### src/rtl/unary_pkg.sv
// unary_pkg: types and helpers shared by the unary operand serializer.
//   state_t  - serializer FSM states (IDLE, SEND, GAP)
//   u_bits   - unary frame length for a given binary operand width
//   max_int  - larger of two integers, used to size the shared counter
package unary_pkg;

    typedef enum logic [1:0] {
        IDLE = 2'd0,
        SEND = 2'd1,
        GAP  = 2'd2
    } state_t;

    function automatic int u_bits(input int bin_bits);
        return 1 << bin_bits;
    endfunction

    function automatic int max_int(input int a, input int b);
        return (a > b) ? a : b;
    endfunction

endpackage

### src/rtl/piso_shift.sv
// piso_shift: parallel-in serial-out shift register, MSB first.
//   clk   - system clock, rising edge
//   reset - asynchronous, active-high clear
//   load  - capture din (takes priority over shift)
//   shift - move contents one place toward the MSB, zero-filling the LSB
//   din   - parallel load value
//   sout  - serial output, the current MSB (a flop output)
// After WIDTH shifts the register is all zeros, so sout idles low between
// frames without any extra gating.
module piso_shift #(
    parameter int WIDTH = 16
) (
    input  logic             clk,
    input  logic             reset,
    input  logic             load,
    input  logic             shift,
    input  logic [WIDTH-1:0] din,
    output logic             sout
);

    logic [WIDTH-1:0] sr;

    always_ff @(posedge clk or posedge reset) begin
        if (reset) begin
            sr <= '0;
        end else if (load) begin
            sr <= din;
        end else if (shift) begin
            sr <= {sr[WIDTH-2:0], 1'b0};
        end
    end

    assign sout = sr[WIDTH-1];

endmodule

### src/rtl/unary_operand_serializer.sv
// unary_operand_serializer: turns a pair of binary operands into two
// thermometer-coded serial frames of U_BITS cycles each, followed by
// GAP_CYCLES idle cycles so a downstream unary multiplier can drain.
//   clk       - system clock, rising edge
//   reset     - asynchronous, active-high; aborts any frame in progress
//   a_bin     - binary operand A
//   b_bin     - binary operand B
//   op_valid  - operand pair offered
//   op_ready  - block idle and able to accept an operand pair
//   out_a     - serial unary A (ones first)
//   out_b     - serial unary B (ones first)
//   out_valid - qualifies out_a / out_b
//   busy      - high in SEND and GAP
module unary_operand_serializer
    import unary_pkg::*;
#(
    parameter int BIN_BITS   = 4,
    parameter int GAP_CYCLES = 272
) (
    input  logic                clk,
    input  logic                reset,
    input  logic [BIN_BITS-1:0] a_bin,
    input  logic [BIN_BITS-1:0] b_bin,
    input  logic                op_valid,
    output logic                op_ready,
    output logic                out_a,
    output logic                out_b,
    output logic                out_valid,
    output logic                busy
);

    localparam int U_BITS = u_bits(BIN_BITS);
    // One counter serves both SEND and GAP, so it is sized for the longer.
    localparam int CNT_W  = $clog2(max_int(U_BITS, GAP_CYCLES) + 1);

    localparam logic [CNT_W-1:0] SEND_LAST = CNT_W'(U_BITS - 1);
    localparam logic [CNT_W-1:0] GAP_LAST  =
        (GAP_CYCLES > 0) ? CNT_W'(GAP_CYCLES - 1) : '0;

    state_t           state;
    logic [CNT_W-1:0] cnt;
    logic             load;
    logic             shift;
    logic [U_BITS-1:0] therm_a;
    logic [U_BITS-1:0] therm_b;

    assign op_ready = (state == IDLE);
    assign busy     = (state != IDLE);
    assign load     = op_ready && op_valid;
    assign shift    = (state == SEND);

    // Thermometer code, frame bit k sits at register bit U_BITS-1-k so that
    // the MSB-first shifter emits bit k in SEND cycle k.
    always_comb begin
        // NOTE: every always_comb output gets a default before any branch or
        // loop writes it, so no path can leave it unassigned and infer a latch.
        therm_a = '0;
        therm_b = '0;
        for (int k = 0; k < U_BITS; k++) begin
            therm_a[U_BITS-1-k] = (k < int'(a_bin));
            therm_b[U_BITS-1-k] = (k < int'(b_bin));
        end
    end

    always_ff @(posedge clk or posedge reset) begin
        // NOTE: state is updated with non-blocking assignments so every flop
        // samples pre-edge values, independent of statement order.
        if (reset) begin
            state     <= IDLE;
            cnt       <= '0;
            out_valid <= 1'b0;
        end else begin
            unique case (state)
                IDLE: begin
                    if (op_valid) begin
                        state     <= SEND;
                        cnt       <= '0;
                        out_valid <= 1'b1;
                    end
                end
                SEND: begin
                    if (cnt == SEND_LAST) begin
                        cnt       <= '0;
                        out_valid <= 1'b0;
                        state     <= (GAP_CYCLES == 0) ? IDLE : GAP;
                    end else begin
                        cnt <= cnt + 1'b1;
                    end
                end
                GAP: begin
                    if (cnt == GAP_LAST) begin
                        cnt   <= '0;
                        state <= IDLE;
                    end else begin
                        cnt <= cnt + 1'b1;
                    end
                end
                default: begin
                    state     <= IDLE;
                    cnt       <= '0;
                    out_valid <= 1'b0;
                end
            endcase
        end
    end

    // The shifters hold the captured operands; they drain to zero by the
    // final SEND edge, which keeps out_a/out_b low whenever out_valid is low.
    piso_shift #(.WIDTH(U_BITS)) u_piso_a (
        .clk   (clk),
        .reset (reset),
        .load  (load),
        .shift (shift),
        .din   (therm_a),
        .sout  (out_a)
    );

    piso_shift #(.WIDTH(U_BITS)) u_piso_b (
        .clk   (clk),
        .reset (reset),
        .load  (load),
        .shift (shift),
        .din   (therm_b),
        .sout  (out_b)
    );

endmodule
### config.mk
export PLATFORM = sky130hd
export DESIGN_NAME = unary_operand_serializer
export DESIGN_NICKNAME = d
export VERILOG_FILES = /design/src/rtl/unary_pkg.sv /design/src/rtl/piso_shift.sv /design/src/rtl/unary_operand_serializer.sv
export SDC_FILE = /design/constraint.sdc
export NUM_CORES = 1
export LEC_CHECK = 0
export ABC_AREA = 1
export BUFFER_PORTS_ARGS = -buffer_cell sky130_fd_sc_hd__buf_4
export CELL_PAD_IN_SITES_DETAIL_PLACEMENT = 2
export CELL_PAD_IN_SITES_GLOBAL_PLACEMENT = 2
export CORE_MARGIN = 4
export CORE_UTILIZATION = 39
export CTS_CLUSTER_DIAMETER = 40
export DETAILED_ROUTE_END_ITERATION = 8
export MAX_ROUTING_LAYER = met4
export PLACE_DENSITY_LB_ADDON = 0.1
export SYNTH_ARGS = -nofsm -noshare
export SYNTH_HDL_FRONTEND = slang
export SYNTH_HIERARCHICAL = 1
export SYNTH_SLANG_ARGS = --single-unit
### constraint.sdc
create_clock -name clk -period 2.4 [get_ports clk]
set_clock_uncertainty 0.2 [all_clocks]
set_input_delay 0.36 -clock clk [delete_from_list [all_inputs] [get_ports clk]]
set_output_delay 0.36 -clock clk [all_outputs]
set_load 0.05 [all_outputs]
======== Yosys cells after proc, flatten, opt, wreduce, memory -nomap -nowiden ========
Cells that the tools add are included.
cells by class
  add/sub/neg operators ................... 1
  multipliers ............................. 0
  div/mod/pow operators ................... 0
  magnitude comparators ................... 30
  equality and inequality tests ........... 7
  shift-type cells ........................ 0
  muxes and demuxes ....................... 15
  bitwise gates (word level) .............. 1
  reduce and logical (&&, ||, !) cells .... 6
operators by type and width
  operator                                                                     count
  16-bit two-way mux                                                           4
  4-bit less-than comparator, first input constant                             14
  3-bit by 4-bit less-than comparator with 1-bit output, first input constant  8
  9-bit two-way mux                                                            3
  9-bit one-hot mux with 3 select lines                                        1
  1-bit by 4-bit less-than comparator with 1-bit output, first input constant  4
  2-bit by 4-bit less-than comparator with 1-bit output, first input constant  4
  9-bit by 1-bit adder with 9-bit output, second input constant                1
  9-bit by 4-bit == test with 1-bit output, second input constant              1
  9-bit == test, second input constant                                         1
  2-bit two-way mux                                                            3
  2-bit one-hot mux with 3 select lines                                        1
  3-bit AND reduction                                                          2
  2-bit != test, second input constant                                         2
  2-bit nonzero test                                                           2
  1-bit one-hot mux with 3 select lines                                        1
  2-bit by 1-bit == test with 1-bit output, second input constant              1
  2-bit == test, second input constant                                         1
  2-bit zero test                                                              1
  1-bit two-way mux                                                            2
  2-bit by 1-bit != test with 1-bit output, second input constant              1
  1-bit logical AND                                                            1
  1-bit inverter                                                               1
word-level totals
  flip-flop bits (word level) ............. 44
  latch bits .............................. 0
  memory bits (writable) .................. 0
  bits in read-only memories .............. 0
  input bits .............................. 11
  memories kept ........................... 0

======== Depth between registers and ports, before layout ========
  word-level depth ........................ 3
  gate-level depth with buffers ........... 9
  mapped depth without buffers ............ 9

======== Hierarchy ========
Netlist, hierarchy kept.
modules (own cells, without submodules)
  module                    instances  cells each  area an instance (sq um)  sequential area each (sq um)
  piso_shift                2          88          755.7                     400.4
  unary_operand_serializer  1          128         915.9                     300.3

======== Worst setup path after synthesis ========
OpenSTA, ideal clock, no wires.
  kind .................................... register -> register
  start ................................... register state[0]
  end ..................................... register cnt[6]
  setup time .............................. 77 ps
  arrival time ............................ 1845 ps
  data required time ...................... 2123 ps
  slack ................................... 277 ps
  stages on the path, launching flop included .. 10
  clock period less this slack ............ 2123 ps
  cells stage by stage .................... dfrtp_1 > inv_1 > ha_1 > inv_2 > nor2_8 > inv_4 > nand2_2 > nor2_2 > xor2_1 > a21oi_1
on the way
  word-level cells in the longest chain between the ends .. 2
  elaborated cells between the ends (all ways) .. 5
RTL lines
  element                                                                        RTL line                        text
  start: declaration                                                             unary_operand_serializer.sv:40  state_t state;
  start signal: assignment                                                       unary_operand_serializer.sv:85  state <= (GAP_CYCLES == 0) ? IDLE : GAP;
  2-bit zero test *                                                              n/a
  net op_ready                                                                   unary_operand_serializer.sv:25  output logic op_ready,
  9-bit one-hot mux with 3 select lines / 2-bit != test (equally long branches)  n/a
  end signal: assignment                                                         unary_operand_serializer.sv:87  cnt <= cnt + 1'b1;
  end signal: assignment                                                         unary_operand_serializer.sv:95  cnt <= cnt + 1'b1;
  end: declaration                                                               unary_operand_serializer.sv:41  logic [CNT_W-1:0] cnt;
Mark *: on every way through the listed nets, which the timed path passes. The rest lies on a longest branch.
A chain may end at the register's enable or synchronous reset.

======== Worst setup path after layout ========
  start ................................... register state[0]
  end ..................................... output busy
on the way
  word-level cells in the longest chain between the ends .. 1
RTL lines
  element             RTL line                        text
  2-bit nonzero test  unary_operand_serializer.sv:48  assign busy = (state != IDLE);
  end: declaration    unary_operand_serializer.sv:29  output logic busy
No other way between the ends.

==> impl_results.md <==
* Post-synthesis compound-gate area fraction at 0.0521
* Placer congestion estimate at 0.762
* Nets@finish at 336
* Total grt overflow at 0
* # rows at 28
* Initial antenna violation count at 0
* Final period util at 0.822
* Clk pin slew, worst setup/hold paths at 0.08 ns
* Setup Crit Path Kind: flip-flop to primary output
* Fmax achieved at 507 MHz
* Post-synthesis cell count at 304
* PD cells at 1190 nW/um^2
* Port-buffer cells at 15
* Core ar. at 5990 sq um
* WL/cell at 16.5 um
* Largest net degree at the start of global routing at 23
* ANT cells at 0
* Number of H-tree levels at 2
* Final hold vios at 0
* Synth Warn # at 6
* Vias/cell at 5.22
* Final setup viols at 0
* Vias at 2068
* Synth async-reset ratio at 1.00
* Cts hold-fix bufs at 1
* Area Growth Syn to Fin at 9.38%
* Slew headroom at 0.561
* Clock Path Buffers at 2
* Largest family of logic cells by synthesized area: simple AND/OR/NAND/NOR gates
* Post-route ant nets at 0
* Count leader, synth: nand2_1
* Sequential cell area fraction in the yosys report at 0.454
* Post_cts resized at 0
* Worst IR drop on VDD at 0.000423 V
* XOR/XNOR Fraction of Synth Area at 0.0216
* Post-synthesis simple-gate area fraction at 0.365
* Worst Path Required at 1.84 ns
* Number of fill cells in the layout at 715
* RSZ-0062 raised after global routing: false
* Chip height at 86.9 um
* Largest area contributor in the netlist: dfrtp_1
* Worst hold path class: primary input to flip-flop
* Top FF cell, synth: dfrtp_1
* Worst setup SP type: flip-flop
* Mux contribution to synthesized area at 0
* Status: finished, final reports clean
* GRT Total Usage at 0.201
* Crit path capture type: primary output
* Post-CTS setup buffers at 0
* Post-synth top cells: nand2_1 (90), nand3_1 (64), dfrtp_1 (44)
* First-pass GRT wire length at 11500 um
* Crit path arrival time at 1.41 ns
* Initial detailed-routing violation count at 76
* Flops & latches, synth at 44
* Final setup margin at 0.427 ns
* IO Pins at 16
* Total CTS buffers at 5
* Post-Route Utilization at 0.443
* Setup TNS at 0 ns
* Post-Syn Area at 2430 sq um
* Place WS at 0.565 ns
* Number of remaining DRC errors at 0
* Adder-Cell Fraction of Synth Area at 0.0206
* Pre-antenna DRT Iters at 4
* Avg Cell Area, Syn at 7.98 sq um
* Pleak at 1.29 nW
* EDFF count, synth at 0
* CTS tree: done
* Max Slew Vio Count at 0
* Ranking of synthesized cells by area: dfrtp_1 (45%), nand2_1 (14%), nand3_1 (13%)
* Starting Density at 0.405
* Die ar. at 7550 sq um
* Cell variety after synth at 26
* DP HPWL at 4900 um
* Clk sinks at 44
* Vias in the first global route at 2365
* MaxCap Viol Count at 0
* DRT Wirelength at 6540 um
* Die Wd at 86.9 um
* Fraction of layout cells with a size suffix above 1 at 0.146
* Dpl cells at 388
* Highest fanout seen on the critical path at 4
* Root buf cell: clkbuf_8
* Worst-margin pin slew at 0.658 ns
* Min cycle time layout at 1.97 ns
* Post-synth top area share at 0.454
* Worst skew pair latency at 0.29 ns
* Cell Count, Final, Fillers Out at 396
kinds of logic (layout without fill, tap and decap cells):
logic type | count (synthesis) | in the layout
simple gates | 188 | 188
compound gates | 23 | 23
fa+ha+maj | 4 | 4
other cells | 1 | 2
buf+inv | 38 | 54
flops | 44 | 44
xor+xnor | 6 | 6
metal layers:
layer	vias to the layer above	track usage	part of all wire
met5	-	-	0
met4	0	0.0368	0.0083
met3	7	0.0369	0.027
met2	26	0.360	0.54
met1	1023	0.236	0.42
li1	1012	-	-
worst max-delay path, stage by stage (launching register included):
cell and delay, ns:
dfrtp_1 0.40, inv_1 0.09, ha_1 0.25, inv_2 0.15
buf_4 0.22
final cells by class:
| type | count | area, sq um | area share |
|---|---|---|---|
| sequential | 44 | 1100 | 0.415 |
| inverter | 26 | 100 | 0.0377 |
| multi-input combinational | 223 | 1120 | 0.423 |
| tap | 75 | 93.8 | 0.0353 |
| clock buffer | 6 | 72.6 | 0.0273 |
| clock inverter | 1 | 5.00 | 0.00189 |
| timing repair buffer | 21 | 160 | 0.0603 |
sequential cells by signal, summed over array words and instances (netlist names):
| signal | count |
|---|---|
| u_piso_a/sr | 16 |
| out_valid | 1 |
| u_piso_b/sr | 16 |
| cnt | 9 |
| state | 2 |
report_power, final:
group          internal [W]  leakage, nW  switching (W)
clock              0.000198       0.0410       0.000246
sequential          0.00104        0.567       0.000173
combinational      0.000459        0.686        0.00104
total               0.00169         1.29        0.00145
per-stage QoR:
stage	total power, W	hold WS, ns	instance area [sq um]
after floorplan	0.00238	0.0247	2430
after global placement	0.00264	0.241	2570
after detailed placement	0.00275	0.240	2570
after CTS	0.00321	0.122	2660
after global routing	0.00343	0.146	2660
final	0.00315	0.130	2660
final timing paths:
| kind | cells past startpoint | end | slack, ns | startpoint |
|---|---|---|---|---|
| max | 4 | busy | 0.43 | state[0]$_DFFE_PP0P_ |
| min | 3 | u_piso_b/sr[8]$_DFFE_PP0P_ | 0.13 | b_bin[3] |
| max reg2reg | 8 | u_piso_b/sr[2]$_DFFE_PP0P_ | 0.56 | state[0]$_DFFE_PP0P_ |
| min reg2reg | 2 | u_piso_a/sr[7]$_DFFE_PP0P_ | 0.28 | u_piso_a/sr[7]$_DFFE_PP0P_ |
| max in group asynchronous | 3 | u_piso_a/sr[3]$_DFFE_PP0P_ | 1.04 | reset |
| min in group asynchronous | 3 | state[1]$_DFFE_PP0P_ | 0.46 | reset |
cell usage in the layout, fill, tap and decap left out, types with 5 or more instances in the layout:
cell / instances
a21oi_1: 9
buf_4: 20
clkbuf_8: 5
dfrtp_1: 44
inv_1: 22
nand2_1: 90
nand2_2: 7
nand3_1: 64
nor2_1: 16
o21ai_0: 8
xor2_1: 6
(Power assumes the default switching activity.)
